===== config.mk =====
export PLATFORM = sky130hd
export DESIGN_NAME = ps2_key_event_ctrl
export DESIGN_NICKNAME = d
export VERILOG_FILES = /design/src/rtl/ps2_pkg.sv /design/src/rtl/sync_fifo.sv /design/src/rtl/ps2_key_event_ctrl.sv
export SDC_FILE = /design/constraint.sdc
export NUM_CORES = 1
export LEC_CHECK = 0
export CAP_MARGIN = 20
export CORE_MARGIN = 2
export CORE_UTILIZATION = 45
export CTS_BUF_LIST = sky130_fd_sc_hd__clkbuf_4
export DETAILED_ROUTE_END_ITERATION = 7
export GPL_ROUTABILITY_DRIVEN = 0
export PLACE_DENSITY_LB_ADDON = 0.2
export SLEW_MARGIN = 20
export SYNTH_ARGS = -nofsm -noshare
export SYNTH_HDL_FRONTEND = slang
export SYNTH_SLANG_ARGS = --single-unit

===== constraint.sdc =====
create_clock -name clk -period 5.3 [get_ports clk]
set_input_delay 0.53 -clock clk [delete_from_list [all_inputs] [get_ports clk]]
set_output_delay 0.53 -clock clk [all_outputs]
set_load 0.1 [all_outputs]

===== src/rtl/ps2_pkg.sv =====
// ps2_pkg: shared scancode constants, parser states and key event record
package ps2_pkg;

    localparam logic [7:0] PS2_EXT  = 8'hE0;
    localparam logic [7:0] PS2_BRK  = 8'hF0;
    localparam logic [7:0] PS2_ERR0 = 8'h00;
    localparam logic [7:0] PS2_ERR1 = 8'hFF;

    typedef enum logic [1:0] {
        ST_IDLE,
        ST_E0,
        ST_F0,
        ST_E0F0
    } ps2_state_e;

    typedef struct packed {
        logic [7:0] code;
        logic       ext;
        logic       brk;
    } key_event_t;

endpackage


===== src/rtl/sync_fifo.sv =====
// sync_fifo: circular FIFO with level output; head reads zero while empty
module sync_fifo #(
    parameter  int WIDTH = 10,
    parameter  int DEPTH = 8,
    localparam int AW    = $clog2(DEPTH)
) (
    input  logic             clk,
    input  logic             reset,
    input  logic             push,
    input  logic [WIDTH-1:0] din,
    input  logic             pop,
    output logic [WIDTH-1:0] dout,
    output logic             full,
    output logic             empty,
    output logic [AW:0]      level
);

    logic [WIDTH-1:0] mem [DEPTH];
    logic [AW:0]      wr_ptr, rd_ptr;
    logic             do_push, do_pop;

    // a full FIFO still accepts a push when the head leaves in the same cycle
    always_comb begin
        level   = wr_ptr - rd_ptr;
        full    = level == (AW+1)'(DEPTH);
        empty   = level == '0;
        do_pop  = pop && !empty;
        do_push = push && (!full || do_pop);
        dout    = empty ? '0 : mem[rd_ptr[AW-1:0]];
    end

    // pointers carry one extra bit so full and empty are distinguishable
    always_ff @(posedge clk or posedge reset) begin
        if (reset) begin
            wr_ptr <= '0;
            rd_ptr <= '0;
        end else begin
            if (do_push) wr_ptr <= wr_ptr + 1'b1;
            if (do_pop) rd_ptr <= rd_ptr + 1'b1;
        end
    end

    // storage needs no reset: the head is masked whenever the FIFO is empty
    always_ff @(posedge clk) begin
        if (do_push) mem[wr_ptr[AW-1:0]] <= din;
    end

endmodule


===== src/rtl/ps2_key_event_ctrl.sv =====
// ps2_key_event_ctrl: Set-2 prefix parser, typematic filter and key event queue
module ps2_key_event_ctrl
    import ps2_pkg::*;
#(
    parameter  int DEPTH = 8,
    parameter  int CNT_W = 8,
    localparam int LW    = $clog2(DEPTH) + 1
) (
    input  logic             clk,
    input  logic             reset,
    input  logic             rx_valid,
    input  logic [7:0]       rx_data,
    input  logic             rx_err,
    output logic             ev_valid,
    input  logic             ev_ready,
    output logic [7:0]       ev_code,
    output logic             ev_ext,
    output logic             ev_break,
    output logic             key_held,
    output logic [8:0]       held_code,
    output logic [CNT_W-1:0] press_cnt,
    output logic             overflow,
    input  logic             ovf_clr,
    output logic [LW-1:0]    fifo_level
);

    ps2_state_e state;
    key_event_t ev_in, ev_head;
    logic       is_ext, is_brk, is_final, match, push, pop, full, empty, drop;

    // classify the incoming byte and decide whether it becomes a queued event
    always_comb begin
        is_ext   = state == ST_E0 || state == ST_E0F0;
        is_brk   = state == ST_F0 || state == ST_E0F0;
        is_final = rx_valid && !rx_err &&
                   !(rx_data inside {PS2_EXT, PS2_BRK, PS2_ERR0, PS2_ERR1});
        ev_in    = '{code: rx_data, ext: is_ext, brk: is_brk};
        match    = held_code == {is_ext, rx_data};
        push     = is_final && (is_brk || !(key_held && match));
        ev_valid = !empty;
        pop      = ev_valid && ev_ready;
        drop     = push && full && !pop;
        {ev_code, ev_ext, ev_break} = ev_head;
    end

    // prefix FSM plus held-key, press counter and sticky overflow registers
    always_ff @(posedge clk or posedge reset) begin
        if (reset) begin
            state     <= ST_IDLE;
            key_held  <= 1'b0;
            held_code <= '0;
            press_cnt <= '0;
            overflow  <= 1'b0;
        end else begin
            if (rx_valid)
                state <= rx_err             ? ST_IDLE :
                         rx_data == PS2_EXT ? ST_E0 :
                         rx_data == PS2_BRK ? (state == ST_IDLE ? ST_F0 :
                                               state == ST_E0   ? ST_E0F0 : state) :
                         ST_IDLE;
            if (push && !is_brk) begin
                held_code <= {is_ext, rx_data};
                key_held  <= 1'b1;
                press_cnt <= press_cnt + 1'b1;
            end
            if (push && is_brk && match) key_held <= 1'b0;
            overflow <= drop || (overflow && !ovf_clr);
        end
    end

    sync_fifo #(.WIDTH(10), .DEPTH(DEPTH)) u_fifo (
        .clk   (clk),
        .reset (reset),
        .push  (push),
        .din   (ev_in),
        .pop   (pop),
        .dout  (ev_head),
        .full  (full),
        .empty (empty),
        .level (fifo_level)
    );

endmodule


==> results_dict.tcl <==
set metrics [dict create \
    vias 2636 \
    core-area_mm2 0.0103 \
    clk_latency_ps 460 \
    crit_required_ps 4770 \
    crit_family "compound AO/OA/AOI/OAI gates" \
    ys_warn_count 0 \
    async_reset_ff_share_pct 26.6 \
    critPathMaxStageDelay_ps 1060 \
    first_pass_iters 5 \
    clockRootBuffer "clkbuf_4" \
    worstPathMaxFanout 24 \
    cp.depth 7 \
    setup_viol 0 \
    drt_iter0_drc 134 \
    clk_pin_slew_ps 160 \
    hold_violations 0 \
    slew_violations 0 \
    crit_type "reg -> out" \
    ios 48 \
    fin_area_mm2 0.00555 \
    slew-limit-headroom_pct 31.1 \
    cts.sinks 109 \
    tns_ps 0 \
    io_buffers 47 \
    synth.distinct_cells 41 \
    r2r_cells 7 \
    routed_wl_um 9170 \
    synthToLayoutAreaGrowth_pct 17.2 \
    finClkSkew_ps 9.69 \
    critPathSlowestCell "dfrtp_1" \
    grt_setup_unrepaired "no" \
    wl_per_cell_um 18.9 \
    cpMostUsedCell "a21oi_1" \
    worstPathCellList "inv_1, ha_1, a21oi_1, nand3_1, a2111oi_4, a21oi_1, buf_4" \
    met2_usage_pct 28.8 \
    placed_cell_area_mm2 0.00542 \
    drv_cap 0 \
    hold_buffers 0 \
    global_route.usage.met3_pct 3.34 \
    cts_tree "built" \
    syn-cell-area_mm2 0.00474 \
    hpwl_um 5930 \
    critPathBufInv 2 \
    yosys-top-cells-area "edfxtp_1 (51%), dfrtp_1 (15%), mux4_2 (9.5%), mux2_4 (2.9%), xnor2_1 (2.2%)" \
    synth_edf_count 80 \
    endpoint_kind "output port" \
    cts_setup_buffers 0 \
    grt_pass1_vias 2712 \
    syn_nets 308 \
    drive_above_1_share_pct 23.3 \
    synth-seq-area-share_pct 66.0 \
    die_x_um 107 \
    final_util_pct 54.0 \
    grt_max_degree 30 \
    crit_arrival_ps 3710 \
    start_kind "flip-flop" \
    worstMarginPinSlew_ps 1030 \
    overflow 0 \
    drc 0 \
    synth_flop_cell "edfxtp_1" \
    fin_crit_ps 4240 \
    ys_ff_latch 109 \
    antenna_found_initial 0 \
    syn_inst 287 \
    busiest_layer "met2" \
    final_antenna_net_count 0 \
    final_nets 364 \
    synth_top_area_share_pct 50.7 \
    fin_crit_sh_pct 79.9 \
    grt.total_usage_pct 17.6 \
    antenna_cells 0 \
    dieArea_mm2 0.0114 \
    grt_pass1_wl_um 14800 \
    initial_utilization_pct 46.1 \
    status "completed" \
    cts_max_path_buffers 2 \
    yosys.area.top_type "edfxtp_1" \
    htree_levels 3 \
    synth_area_per_cell_um2 16.5 \
    ctsResizeCount 0 \
    vias_per_cell 5.45 \
    met1_usage_pct 23.4 \
    hold_class "in -> async" \
    cts_made_buffers 9 \
    fp.dieH_um 107 \
    rows 37 \
    max_freq_mhz 236 \
]
registers in the layout, indices dropped and copies added, names as in the netlist:
| register | cells |
|---|---|
| held_code | 9 |
| u_fifo.mem | 80 |
| state | 2 |
| key_held | 1 |
| press_cnt | 8 |
| u_fifo.wr_ptr | 4 |
| overflow | 1 |
| u_fifo.rd_ptr | 4 |
worst paths after layout:
check,endpoint,slack [ps],from
max,ev_code[5],1060,u_fifo.rd_ptr[1]$_DFFE_PP0P_
min,u_fifo.rd_ptr[2]$_DFFE_PP0P_,430,reset
max reg2reg,u_fifo.mem[3][8]$_DFFE_PP_,1750,u_fifo.rd_ptr[1]$_DFFE_PP0P_
min reg2reg,press_cnt[7]$_DFFE_PP0P_,480,press_cnt[7]$_DFFE_PP0P_
max in group asynchronous,held_code[6]$_DFFE_PP0P_,4590,reset
min in group clk,press_cnt[7]$_DFFE_PP0P_,480,press_cnt[7]$_DFFE_PP0P_
cells in the mapped netlist (8+ instances only):
cell type and number:
a21oi_1 13, dfrtp_1 29, edfxtp_1 80, inv_1 13
mux2_4 9, mux4_2 20, nand2_1 22, nand3_1 9
nand4_1 9, nor4_1 8, xnor2_1 12, xor2_1 12
layout make-up:
type	instances	area, um^2
tap	136	170
clock buffer	10	75.1
sequential	109	3130
multi-input combinational	155	1570
clock inverter	6	62.6
fill	877	4720
inverter	13	48.8
timing repair buffer	55	503
per-stage QoR:
step	hold WS [ps]	std cells	setup WS, ps
4_1_cts	427	484	971
3_3_place_gp	462	468	1550
2_1_floorplan	460	287	617
6_report	429	484	1060
3_5_place_dp	461	468	1500
5_1_grt	447	484	706
routing by layer:
| layer | share of wire [%] | routed length, um |
|---|---|---|
| met5 | 0 | 0 |
| met4 | 1.7 | 153 |
| met3 | 3.5 | 323 |
| met2 | 49 | 4510 |
| met1 | 46 | 4180 |
layout by cell type (no fill, tap or decap), types with 2 or more instances in the layout:
cell,Yosys,layout
ha_1,6,6
clkinv_2,0,3
xor2_1,12,11
mux2_1,2,2
nand2_1,22,22
mux4_2,20,20
edfxtp_1,80,80
nand4_1,9,9
nor4_2,0,6
and3_1,2,2
xnor2_1,12,12
buf_4,0,19
dfrtp_1,29,29
nor2_1,3,3
mux2_4,9,9
inv_1,13,13
nand3b_1,2,2
a21o_1,2,2
o22ai_1,2,2
clkbuf_4,0,10
nor4_4,1,2
clkdlybuf4s50_1,0,36
and4_1,2,2
or4_1,2,2
nand3_1,9,9
a21oi_1,13,13
nor2b_1,2,2
worst reg2reg max path, stage by stage (launching register included):
cell and delay, ps:
dfrtp_1 1060, inv_1 220, fa_1 510, xor2_2 240, nor4_1 70, nand3_1 210, nand3_4 200, nor4_4 700
kinds of logic (layout without fill, tap and decap cells):
family	count (synthesis)	in the layout	share of synthesized area (%)
flip-flops	109	109	66.0
AND/OR/NAND/NOR	72	72	9.42
multiplexers	32	32	13.1
XOR/XNOR	24	24	4.44
buffers and inverters	23	84	2.24
AO/OA/AOI/OAI	20	20	2.82
adder cells (fa/ha/maj)	7	7	2.01
Power is left out: the tool's default activity adds up to more than one toggle a clock period on the data nets, which glitch-free logic cannot reach.
